`src/rtl/tile_cursor_ctrl.sv`:
```
// -----------------------------------------------------------------------------
// tile_cursor_ctrl
//
// Front end of the minesweeper processor wrapper. Five raw pushbuttons are
// synchronised and debounced. Their rising edges move a wrapping tile cursor
// or request a reveal ("flip") of the tile under the cursor.
//
// Ports
//   clock      : system clock
//   reset      : asynchronous, active-low reset
//   btn_up     : raw button, asynchronous, active-high (row - 1, wraps)
//   btn_down   : raw button (row + 1, wraps)
//   btn_left   : raw button (col - 1, wraps)
//   btn_right  : raw button (col + 1, wraps)
//   btn_click  : raw button (reveal request)
//   x_topleft  : registered pixel x of the selected tile's top-left corner
//   y_topleft  : registered pixel y of the selected tile's top-left corner
//   VGAid      : registered linear tile index row*COLS+col, zero-extended
//   flip       : reveal request, high for FLIP_CYCLES cycles per click
// -----------------------------------------------------------------------------
module tile_cursor_ctrl #(
  parameter int COLS            = 10,
  parameter int ROWS            = 8,
  parameter int TILE_W          = 32,
  parameter int TILE_H          = 32,
  parameter int ORIGIN_X        = 160,
  parameter int ORIGIN_Y        = 112,
  parameter int DEBOUNCE_CYCLES = 4,
  parameter int FLIP_CYCLES     = 4
) (
  input  logic        clock,
  input  logic        reset,
  input  logic        btn_up,
  input  logic        btn_down,
  input  logic        btn_left,
  input  logic        btn_right,
  input  logic        btn_click,
  output logic [9:0]  x_topleft,
  output logic [8:0]  y_topleft,
  output logic [31:0] VGAid,
  output logic        flip
);

  // ---------------------------------------------------------------------------
  // Widths and constants
  // ---------------------------------------------------------------------------
  localparam int NBTN      = 5;
  localparam int BTN_UP    = 0;
  localparam int BTN_DOWN  = 1;
  localparam int BTN_LEFT  = 2;
  localparam int BTN_RIGHT = 3;
  localparam int BTN_CLICK = 4;

  localparam int CW  = (COLS > 1) ? $clog2(COLS) : 1;
  localparam int RW  = (ROWS > 1) ? $clog2(ROWS) : 1;
  localparam int DBW = $clog2(DEBOUNCE_CYCLES + 1);
  localparam int FW  = $clog2(FLIP_CYCLES + 1);

  localparam logic [CW-1:0]  COL_MAX   = CW'(COLS - 1);
  localparam logic [RW-1:0]  ROW_MAX   = RW'(ROWS - 1);
  localparam logic [DBW-1:0] DB_LAST   = DBW'(DEBOUNCE_CYCLES - 1);
  localparam logic [FW-1:0]  FLIP_LAST = FW'(FLIP_CYCLES - 1);

  typedef enum logic [1:0] {
    S_IDLE = 2'd0,
    S_FLIP = 2'd1,
    S_HOLD = 2'd2
  } state_t;

  // ---------------------------------------------------------------------------
  // Button conditioning: synchroniser -> debouncer -> rising-edge detector
  // ---------------------------------------------------------------------------
  logic [NBTN-1:0] raw;
  logic [NBTN-1:0] press;    // one-cycle pulse on a debounced 0->1 edge
  logic            db_click; // debounced click level, used to leave HOLD

  assign raw = {btn_click, btn_right, btn_left, btn_down, btn_up};

  genvar gi;
  generate
    for (gi = 0; gi < NBTN; gi++) begin : g_btn
      logic           sync1;
      logic           sync2;
      logic           db;
      logic           db_prev;
      logic [DBW-1:0] cnt;

      // The counter only advances while the synchronised level disagrees
      // with the accepted level. Any agreement restarts it, so a glitch
      // shorter than DEBOUNCE_CYCLES samples can never be accepted.
      always_ff @(posedge clock or negedge reset) begin
        if (!reset) begin
          sync1   <= 1'b0;
          sync2   <= 1'b0;
          db      <= 1'b0;
          db_prev <= 1'b0;
          cnt     <= '0;
        end else begin
          sync1   <= raw[gi];
          sync2   <= sync1;
          db_prev <= db;
          if (sync2 == db) begin
            cnt <= '0;
          end else if (cnt == DB_LAST) begin
            db  <= sync2;
            cnt <= '0;
          end else begin
            cnt <= cnt + 1'b1;
          end
        end
      end

      assign press[gi] = db & ~db_prev;
    end
  endgenerate

  assign db_click = g_btn[BTN_CLICK].db;

  // ---------------------------------------------------------------------------
  // Cursor next-state
  // ---------------------------------------------------------------------------
  state_t        state;
  logic [FW-1:0] flip_cnt;
  logic [CW-1:0] col;
  logic [CW-1:0] col_next;
  logic [RW-1:0] row;
  logic [RW-1:0] row_next;
  logic          move_ok;
  logic          go_right;
  logic          go_left;
  logic          go_down;
  logic          go_up;

  // Opposing presses in the same cycle cancel each other. A click in the
  // same cycle as a move takes priority, so the move is dropped.
  assign go_right = press[BTN_RIGHT] & ~press[BTN_LEFT];
  assign go_left  = press[BTN_LEFT]  & ~press[BTN_RIGHT];
  assign go_down  = press[BTN_DOWN]  & ~press[BTN_UP];
  assign go_up    = press[BTN_UP]    & ~press[BTN_DOWN];
  assign move_ok  = (state == S_IDLE) && !press[BTN_CLICK];

  always_comb begin
    col_next = col;
    if (move_ok && go_right) begin
      col_next = (col == COL_MAX) ? '0 : col + 1'b1;
    end else if (move_ok && go_left) begin
      col_next = (col == '0) ? COL_MAX : col - 1'b1;
    end
  end

  always_comb begin
    row_next = row;
    if (move_ok && go_down) begin
      row_next = (row == ROW_MAX) ? '0 : row + 1'b1;
    end else if (move_ok && go_up) begin
      row_next = (row == '0) ? ROW_MAX : row - 1'b1;
    end
  end

  // ---------------------------------------------------------------------------
  // Cursor registers and reveal FSM
  // ---------------------------------------------------------------------------
  // HOLD waits for the click to be released so that one long press
  // produces exactly one reveal request.
  always_ff @(posedge clock or negedge reset) begin
    if (!reset) begin
      state    <= S_IDLE;
      flip     <= 1'b0;
      flip_cnt <= '0;
      col      <= '0;
      row      <= '0;
    end else begin
      col <= col_next;
      row <= row_next;
      case (state)
        S_IDLE: begin
          if (press[BTN_CLICK]) begin
            state    <= S_FLIP;
            flip     <= 1'b1;
            flip_cnt <= '0;
          end
        end
        S_FLIP: begin
          if (flip_cnt == FLIP_LAST) begin
            state <= S_HOLD;
            flip  <= 1'b0;
          end else begin
            flip_cnt <= flip_cnt + 1'b1;
          end
        end
        S_HOLD: begin
          if (!db_click) begin
            state <= S_IDLE;
          end
        end
        default: begin
          state <= S_IDLE;
          flip  <= 1'b0;
        end
      endcase
    end
  end

  // ---------------------------------------------------------------------------
  // Registered screen outputs
  // ---------------------------------------------------------------------------
  // Computing modulo the port width gives the same bits as computing wide and
  // truncating. Because the outputs are registered from col/row, they trail
  // a move by one cycle and stay constant while col/row are frozen.
  logic [9:0]  x_calc;
  logic [8:0]  y_calc;
  logic [31:0] id_calc;

  assign x_calc  = 10'(ORIGIN_X) + 10'(col) * 10'(TILE_W);
  assign y_calc  = 9'(ORIGIN_Y) + 9'(row) * 9'(TILE_H);
  assign id_calc = 32'(row) * 32'(COLS) + 32'(col);

  always_ff @(posedge clock or negedge reset) begin
    if (!reset) begin
      x_topleft <= 10'(ORIGIN_X);
      y_topleft <= 9'(ORIGIN_Y);
      VGAid     <= '0;
    end else begin
      x_topleft <= x_calc;
      y_topleft <= y_calc;
      VGAid     <= id_calc;
    end
  end

endmodule

```
`config.mk`:
```
export PLATFORM = sky130hd
export DESIGN_NAME = tile_cursor_ctrl
export DESIGN_NICKNAME = d
export VERILOG_FILES = /design/src/rtl/tile_cursor_ctrl.sv
export SDC_FILE = /design/constraint.sdc
export NUM_CORES = 1
export LEC_CHECK = 0
export BUFFER_PORTS_ARGS = -buffer_cell sky130_fd_sc_hd__buf_2
export CAP_MARGIN = 10
export CORE_MARGIN = 2
export CORE_UTILIZATION = 50
export DETAILED_ROUTE_END_ITERATION = 12
export PLACE_DENSITY = 0.82
export SYNTH_ARGS = -nofsm -noshare
export SYNTH_HDL_FRONTEND = slang
export SYNTH_SLANG_ARGS = --single-unit
```
`constraint.sdc`:
```
create_clock -name clock -period 5 [get_ports clock]
set_clock_uncertainty 0.1 [all_clocks]
set_input_delay 1 -clock clock [delete_from_list [all_inputs] [get_ports clock]]
set_output_delay 1 -clock clock [all_outputs]
set_load 0.005 [all_outputs]
```
==> summary.md, run 1 <==
| Metric | Value |
|---|---|
| Die Height | 82.5 um |
| Crit-path slowest cell | dfstp_2 |
| R2R setup slack | 3210 ps |
| CP Launch Type | flip-flop |
| Worst Hold Depth | 0 |
| Gpl congestion | 0.809 |
| Post-layout util | 56.3% |
| #FFs+latches synth | 65 |
| Share of cells above drive strength 1 | 18.8% |
| Leak Pwr | 1.64 nW |
| Worst slew pin tran | 769 ps |
| Die W | 82.5 um |
| Clock transition at path regs | 70 ps |
| WP data required | 3900 ps |
| Cell Rows | 28 |
| Hold_buf cts | 0 |
| Cell family with most CP delay | flip-flops |
| Synthesized area | 3080 um^2 |
| Max Clk Rate | 487 MHz |
| Routed vias | 1,825 |
| Crit-path cells | buf_2 |
| PortBufs | 24 |
| Setup TNS | 0 ps |
| Crit Reg-Reg Endpoint | VGAid[6]$_DFF_PN0_ |
| Fin worst setup slack | 2950 ps |
| WS Path Type | reg2out |
| Setup crit end kind | output port |
| Maxcap violations | 0 |
| R2R depth | 6 |
| Post-CTS Setup Bufs | 0 |
| Final nets | 319 |
| Maximum clock insertion buffer count | 2 |
| Hold Path Class | reg2reg |
| Die footprint | 6800 um^2 |
| ANT nets after route | 0 |
| Min Clock Period, post-route | 2050 ps |
| TritonCTS sink count | 65 |
| Cts bufs inserted | 9 |
| Hold_sp | g_btn[3].sync1$_DFF_PN0_ |
| Buf/Inv on CP | 1 |
| Largest net degree at the start of global routing | 66 |
| Final WL | 4.37 mm |
| CORE AREA | 5920 um^2 |
| Clock Latency Late Sink | 340 ps |
| Run status | finished clean |
| Total GRT Usage | 14.6% |
| Post-DP HPWL | 3.10 mm |
| Worst Path Arrival | 950 ps |
| Commonest non-fill, non-tap cell in the layout | dfrtp_1 |
| Dpl ws | 3140 ps |
| Tcrit/Tclk final | 41.1% |
| CTS H-tree lvls | 3 |
| Number of gates resized after CTS | 0 |
| CTS tree | yes |
| Starting density of the core | 52.0% |
| RR Startpoint | row[2]$_DFFE_PN0P_ |
| Slew margin rel. | 48.7% |
| Global-route wire length before repair | 7.39 mm |
| Final setup violation count | 0 |
| Cell Area, Placed | 3140 um^2 |
| Finished Cell Area | 3330 um^2 |
| Clock Tree Root | clkbuf_8 |
| RSZ-0062 raised after global routing | no |
| Hold endpoint | g_btn[3].sync2$_DFF_PN0_ |
| Post-synthesis sequential area ratio | 53.0% |
| Ys Warns | 0 |
| Wire per inst | 11.9 um |
| Remaining DRCs | 0 |
| CP peak stage delay | 520 ps |
| Ports | 59 |
| Vias in the first global route | 1,689 |
| Mapped Cells | 258 |
| Worst vdd ir | 0.321 mV |
| Initial antenna violation count | 0 |
| Most frequent cells in the layout | 61 x dfrtp_1, 34 x conb_1, 24 x buf_2, 23 x ha_1, 13 x clkbuf_8 |
| Fill count | 524 |
| Area Overhead vs Synth | 8.20% |
| Max-slew violations | 0 |
| Mean Syn Cell Area | 11.9 um^2 |
| Cell Pwr Density | 635 nW/um^2 |
| Via density | 4.96 |
| Iteration-0 DRC Markers | 72 |
| DRT Pass-1 Iters | 4 |
| Max Fanout on Critical Path | 1 |
| ANT cells | 0 |
| Fin. Hold Viols | 0 |
| Grt ovf | 0 |
| Cell variety after synth | 45 |
final cells by class:
type	instances	area, um^2	share of cell area [%]
flip-flops and latches	65	1630	48.9
multi-input cells	177	1250	37.5
clock buffers	14	183	5.48
repair buffers	25	128	3.83
well taps	75	93.8	2.82
inverters	10	37.5	1.13
clock inverters	2	10.0	0.300
per-layer routing:
| metal | share of wire, % | track usage [%] | vias to the layer above |
|---|---|---|---|
| met5 | 0 | 0 | - |
| met3 | 6.5 | 7.17 | 8 |
| met2 | 49 | 23.5 | 51 |
| met1 | 43 | 17.0 | 902 |
| li1 | - | - | 864 |
| met4 | 1.4 | 5.25 | 0 |
worst max path at each step:
| stage | cells past startpoint | to | from | slack [ps] |
|---|---|---|---|---|
| global route | 1 | x_topleft[5] | x_topleft[5]$_DFF_PN1_ | 2900 |
| detailed placement | 2 | g_btn[3].cnt[1]$_DFF_PN0_ | reset | 3140 |
| global placement | 2 | g_btn[3].cnt[0]$_DFF_PN0_ | reset | 3170 |
| finish | 1 | y_topleft[6] | y_topleft[6]$_DFF_PN1_ | 2950 |
| floorplan | 6 | VGAid[6]$_DFF_PN0_ | row[2]$_DFFE_PN0P_ | 3360 |
| CTS | 1 | y_topleft[6] | y_topleft[6]$_DFF_PN1_ | 2920 |
power by group:
group | internal, W | leakage [nW] | switching (W) | total [W]
logic | 0.000405 | 0.748 | 0.000407 | 0.000813
clock network | 0.000233 | 0.102 | 0.000181 | 0.000413
registers | 0.000731 | 0.793 | 0.000159 | 0.000890
synth_stat cells:
cell | n | area share (%)
dfrtp_1 | 61 | 50
buf_4 | 34 | 8.3
ha_1 | 23 | 9.3
xnor2_1 | 11 | 3.1
inv_1 | 10 | 1.2
o21ai_0 | 10 | 1.6
nand2_1 | 9 | 1.1
nor3b_1 | 9 | 2.2
a21oi_1 | 8 | 1.3
nor2_1 | 8 | 0.97
nor2b_1 | 8 | 1.6
mux2_2 | 7 | 2.6
nor3_1 | 6 | 0.97
nand2b_1 | 5 | 1.0
a22o_1 | 4 | 1.1
dfstp_2 | 4 | 3.4
a21o_1 | 3 | 0.73
buf_2 | 3 | 0.49
nand3_1 | 3 | 0.49
nand3b_1 | 3 | 0.73
conb_1 | 2 | 0.24
o211ai_1 | 2 | 0.49
o21a_1 | 2 | 0.49
xor2_1 | 2 | 0.57
a211oi_1 | 1 | 0.24
a21boi_0 | 1 | 0.24
a2bb2oi_1 | 1 | 0.28
a311oi_1 | 1 | 0.28
a31oi_1 | 1 | 0.20
and2_1 | 1 | 0.20
and3_4 | 1 | 0.37
and4_1 | 1 | 0.28
buf_6 | 1 | 0.37
fa_1 | 1 | 0.65
mux2_4 | 1 | 0.49
mux2i_1 | 1 | 0.32
nand4_1 | 1 | 0.20
nor2b_2 | 1 | 0.28
nor3_4 | 1 | 0.53
o211a_1 | 1 | 0.32
o21ai_1 | 1 | 0.16
o21bai_1 | 1 | 0.24
o22ai_1 | 1 | 0.20
o31ai_1 | 1 | 0.24
or3_1 | 1 | 0.20
state kept, by name (all words and copies together), names as in the netlist, 4 cells and up:
name / flops
g_btn.cnt: 15
VGAid: 8
g_btn.db_prev: 5
g_btn.sync1: 5
g_btn.sync2: 5
x_topleft: 5
col: 4
g_btn.db: 4
y_topleft: 4
through the flow:
step,total power [W],hold WS (ps),std cells
4_1_cts,0.00214,250,368
3_3_place_gp,0.00167,233,352
3_5_place_dp,0.00172,236,352
6_report,0.00212,248,368
5_1_grt,0.00231,259,368
2_1_floorplan,0.00152,231,290
cell families after synthesis:
family	count (synthesis)	synth area share, %
AO/OA/AOI/OAI	39	8.20
flip-flops	65	53.0
other	2	0.244
adder cells (fa/ha/maj)	24	9.99
buffers and inverters	48	10.4
AND/OR/NAND/NOR	58	11.2
XOR/XNOR	13	3.70
multiplexers	9	3.37
Note: power is estimated with default switching activity, not from simulation.
==> run 2: changes to the inputs <==
Clock period 5 ns to 2 ns, I/O delays scaled along.
==> run 2 against run 1 <==
  * Sequential power increased by 150%
  * Flip-flop and latch count unchanged
  * Sequential share of layout area decreased by 0.80 points
  * Combinational power grew to 2.5 times the previous value
  * Clock power grew to 2.9 times the previous value
  * Worst hold slack got worse by 190 ps
  * Cell count up 0.54%
  * Critical path type is now reg2reg
==> summary.md, run 2 (synthesis results as in run 1) <==
| Metric | Value |
|---|---|
| R2R depth | 6 (unchanged) |
| Clock transition at path regs | 70 ps (about the same) |
| Final WL | 4.40 mm (+0.62%) |
| RSZ-0062 raised after global routing | no |
| Clock Latency Late Sink | 340 ps (about the same) |
| R2R setup slack | 250 ps (-2960 ps) |
| Most frequent cells in the layout | 61 x dfrtp_1, 34 x conb_1, 24 x buf_2, 23 x ha_1, 13 x clkbuf_8 |
| Run status | finished clean |
| CP peak stage delay | 450 ps (-70 ps) |
| Area Overhead vs Synth | 9.99% |
| Crit-path slowest cell | dfrtp_1 |
| Gpl congestion | 0.814 (+0.68%) |
| Cell Rows | 28 (unchanged) |
| Hold endpoint | g_btn[4].sync1$_DFF_PN0_ |
| Worst Hold Depth | 1 (+1) |
| Tcrit/Tclk final | 87.3% |
| ANT cells | 0 (unchanged) |
| Wire per inst | 11.9 um (about the same) |
| Fill count | 513 (-2.1%) |
| Vias in the first global route | 1,731 (+2.5%) |
| Register with the most flip-flops | g_btn.cnt |
| TritonCTS sink count | 65 (unchanged) |
| CP Launch Type | flip-flop |
| Hold_sp | btn_click |
| Initial antenna violation count | 0 (unchanged) |
| RR Startpoint | row[0]$_DFFE_PN0P_ |
| Largest register FFs | 15 (unchanged) |
| Remaining DRCs | 0 (unchanged) |
| Die W | 82.5 um (unchanged) |
| Largest net degree at the start of global routing | 66 (unchanged) |
| Worst Path Arrival | 1910 ps (+960 ps) |
| Die footprint | 6800 um^2 (unchanged) |
| Cell Area, Placed | 3160 um^2 (+0.64%) |
| Final Non-Filler Cells | 370 (+0.54%) |
| CORE AREA | 5920 um^2 (unchanged) |
| Iteration-0 DRC Markers | 90 (+25%) |
| Cell mode on critical path | ha_1 |
| # placed instances | 353 (+0.28%) |
| Share of cells above drive strength 1 | 19.0% (+0.21 points) |
| PortBufs | 24 (unchanged) |
| Max Fanout on Critical Path | 7 (+6) |
| Top flop regs | g_btn.cnt (15), VGAid (8) |
| Finished Cell Area | 3390 um^2 (+1.7%) |
| Min Clock Period, post-route | 1750 ps |
| Crit-path cells | ha_1, ha_1, a21oi_1, nand2_1, nand3_1, xnor2_1 |
| Maxcap violations | 0 (unchanged) |
| Number of gates resized after CTS | 0 (unchanged) |
| Cell Pwr Density | 1610 nW/um^2 (+150%) |
| DRT Pass-1 Iters | 4 (unchanged) |
| CTS tree | yes |
| Hold Path Class | in2reg |
| WS Path Type | reg2reg |
| WP data required | 2160 ps (-1740 ps) |
| Grt ovf | 0 (unchanged) |
| Commonest non-fill, non-tap cell in the layout | dfrtp_1 |
| Starting density of the core | 52.0% (unchanged) |
| CTS H-tree lvls | 3 (unchanged) |
| Ports | 59 (unchanged) |
| Max-slew violations | 0 (unchanged) |
| ANT nets after route | 0 (unchanged) |
| Fin. Hold Viols | 0 (unchanged) |
| Global-route wire length before repair | 7.69 mm (+4.0%) |
| Leak Pwr | 1.67 nW (+1.4%) |
| Post-DP HPWL | 3.01 mm (-2.9%) |
| Critical path launch point | row[0]$_DFFE_PN0P_ |
| Die Height | 82.5 um (unchanged) |
| Crit Reg-Reg Endpoint | VGAid[6]$_DFF_PN0_ |
| Hold_buf cts | 1 (+1) |
| Final setup violation count | 0 (unchanged) |
| Routed vias | 1,807 (-0.99%) |
| Post-CTS Setup Bufs | 0 (unchanged) |
| Setup crit end kind | flip-flop |
| Via density | 4.88 (-1.5%) |
| Max Clk Rate | 573 MHz |
| Worst vdd ir | 0.699 mV (+120%) |
| Cts bufs inserted | 9 (unchanged) |
| Total GRT Usage | 15.3% (+0.70 points) |
| Final nets | 321 (+0.63%) |
| Clock Tree Root | clkbuf_8 |
| Setup TNS | 0 ps (unchanged) |
| Post-layout util | 57.2% (+0.93 points) |
| Maximum clock insertion buffer count | 2 (unchanged) |
==> run 2: cell count changes in the layout (fill, tap and decap cells not counted), sizes merged <==
cell	change
buf	+1
bufinv	+1
clkinv	-1
dlygate4sd3	+1
==> run 2: worst max path at each step <==
stage	endpoint	slack, ps	cells after the start
after floorplan	VGAid[6]$_DFF_PN0_	360	6
after detailed placement	VGAid[6]$_DFF_PN0_	260	6
after global routing	row[1]$_DFFE_PN0P_	130	6
after global placement	VGAid[6]$_DFF_PN0_	300	6
after CTS	VGAid[6]$_DFF_PN0_	240	6
final	VGAid[6]$_DFF_PN0_	250	6
==> run 2: power by group <==
group          total (W)  internal, W  switching [W]
combinational    0.00207      0.00103        0.00104
sequential       0.00220      0.00183       0.000375
clock            0.00118     0.000710       0.000469
==> run 2: area by class of cell <==
cell class / count / area (um^2) / area share, %
Sequential cell: 65 / 1630 / 48.2
Timing Repair Buffer: 27 / 158 / 4.65
Tap cell: 75 / 93.8 / 2.77
Clock inverter: 2 / 35.0 / 1.03
Multi-Input combinational cell: 177 / 1250 / 36.9
Clock buffer: 14 / 183 / 5.39
Inverter: 10 / 37.5 / 1.11
==> run 2: layer usage <==
layer / up-vias / wire (um) / GRT usage (%) / share of wire [%]
met1: 872 / 1880 / 17.9 / 43
met2: 50 / 2180 / 25.2 / 50
met5: - / 0 / 0 / 0
met4: 0 / 111 / 9.34 / 2.5
met3: 10 / 235 / 4.24 / 5.3
li1: 875 / - / - / -
==> run 2: worst max-delay path: cells and delay by family, from the launching register on <==
family / cells / cell delay (ps)
AO/OA/AOI/OAI: 1 / 150
XOR/XNOR: 1 / 120
adder cells (fa/ha/maj): 2 / 660
flip-flops: 1 / 450
AND/OR/NAND/NOR: 2 / 190
==> run 2: stage by stage <==
step           worst slack [ps]  total power [W]  hold slack [ps]
2_1_floorplan               363          0.00379             4.41
3_3_place_gp                301          0.00418              234
3_5_place_dp                263          0.00430              235
4_1_cts                     245          0.00552             42.6
5_1_grt                     130          0.00596             36.1
6_report                    253          0.00545             54.7
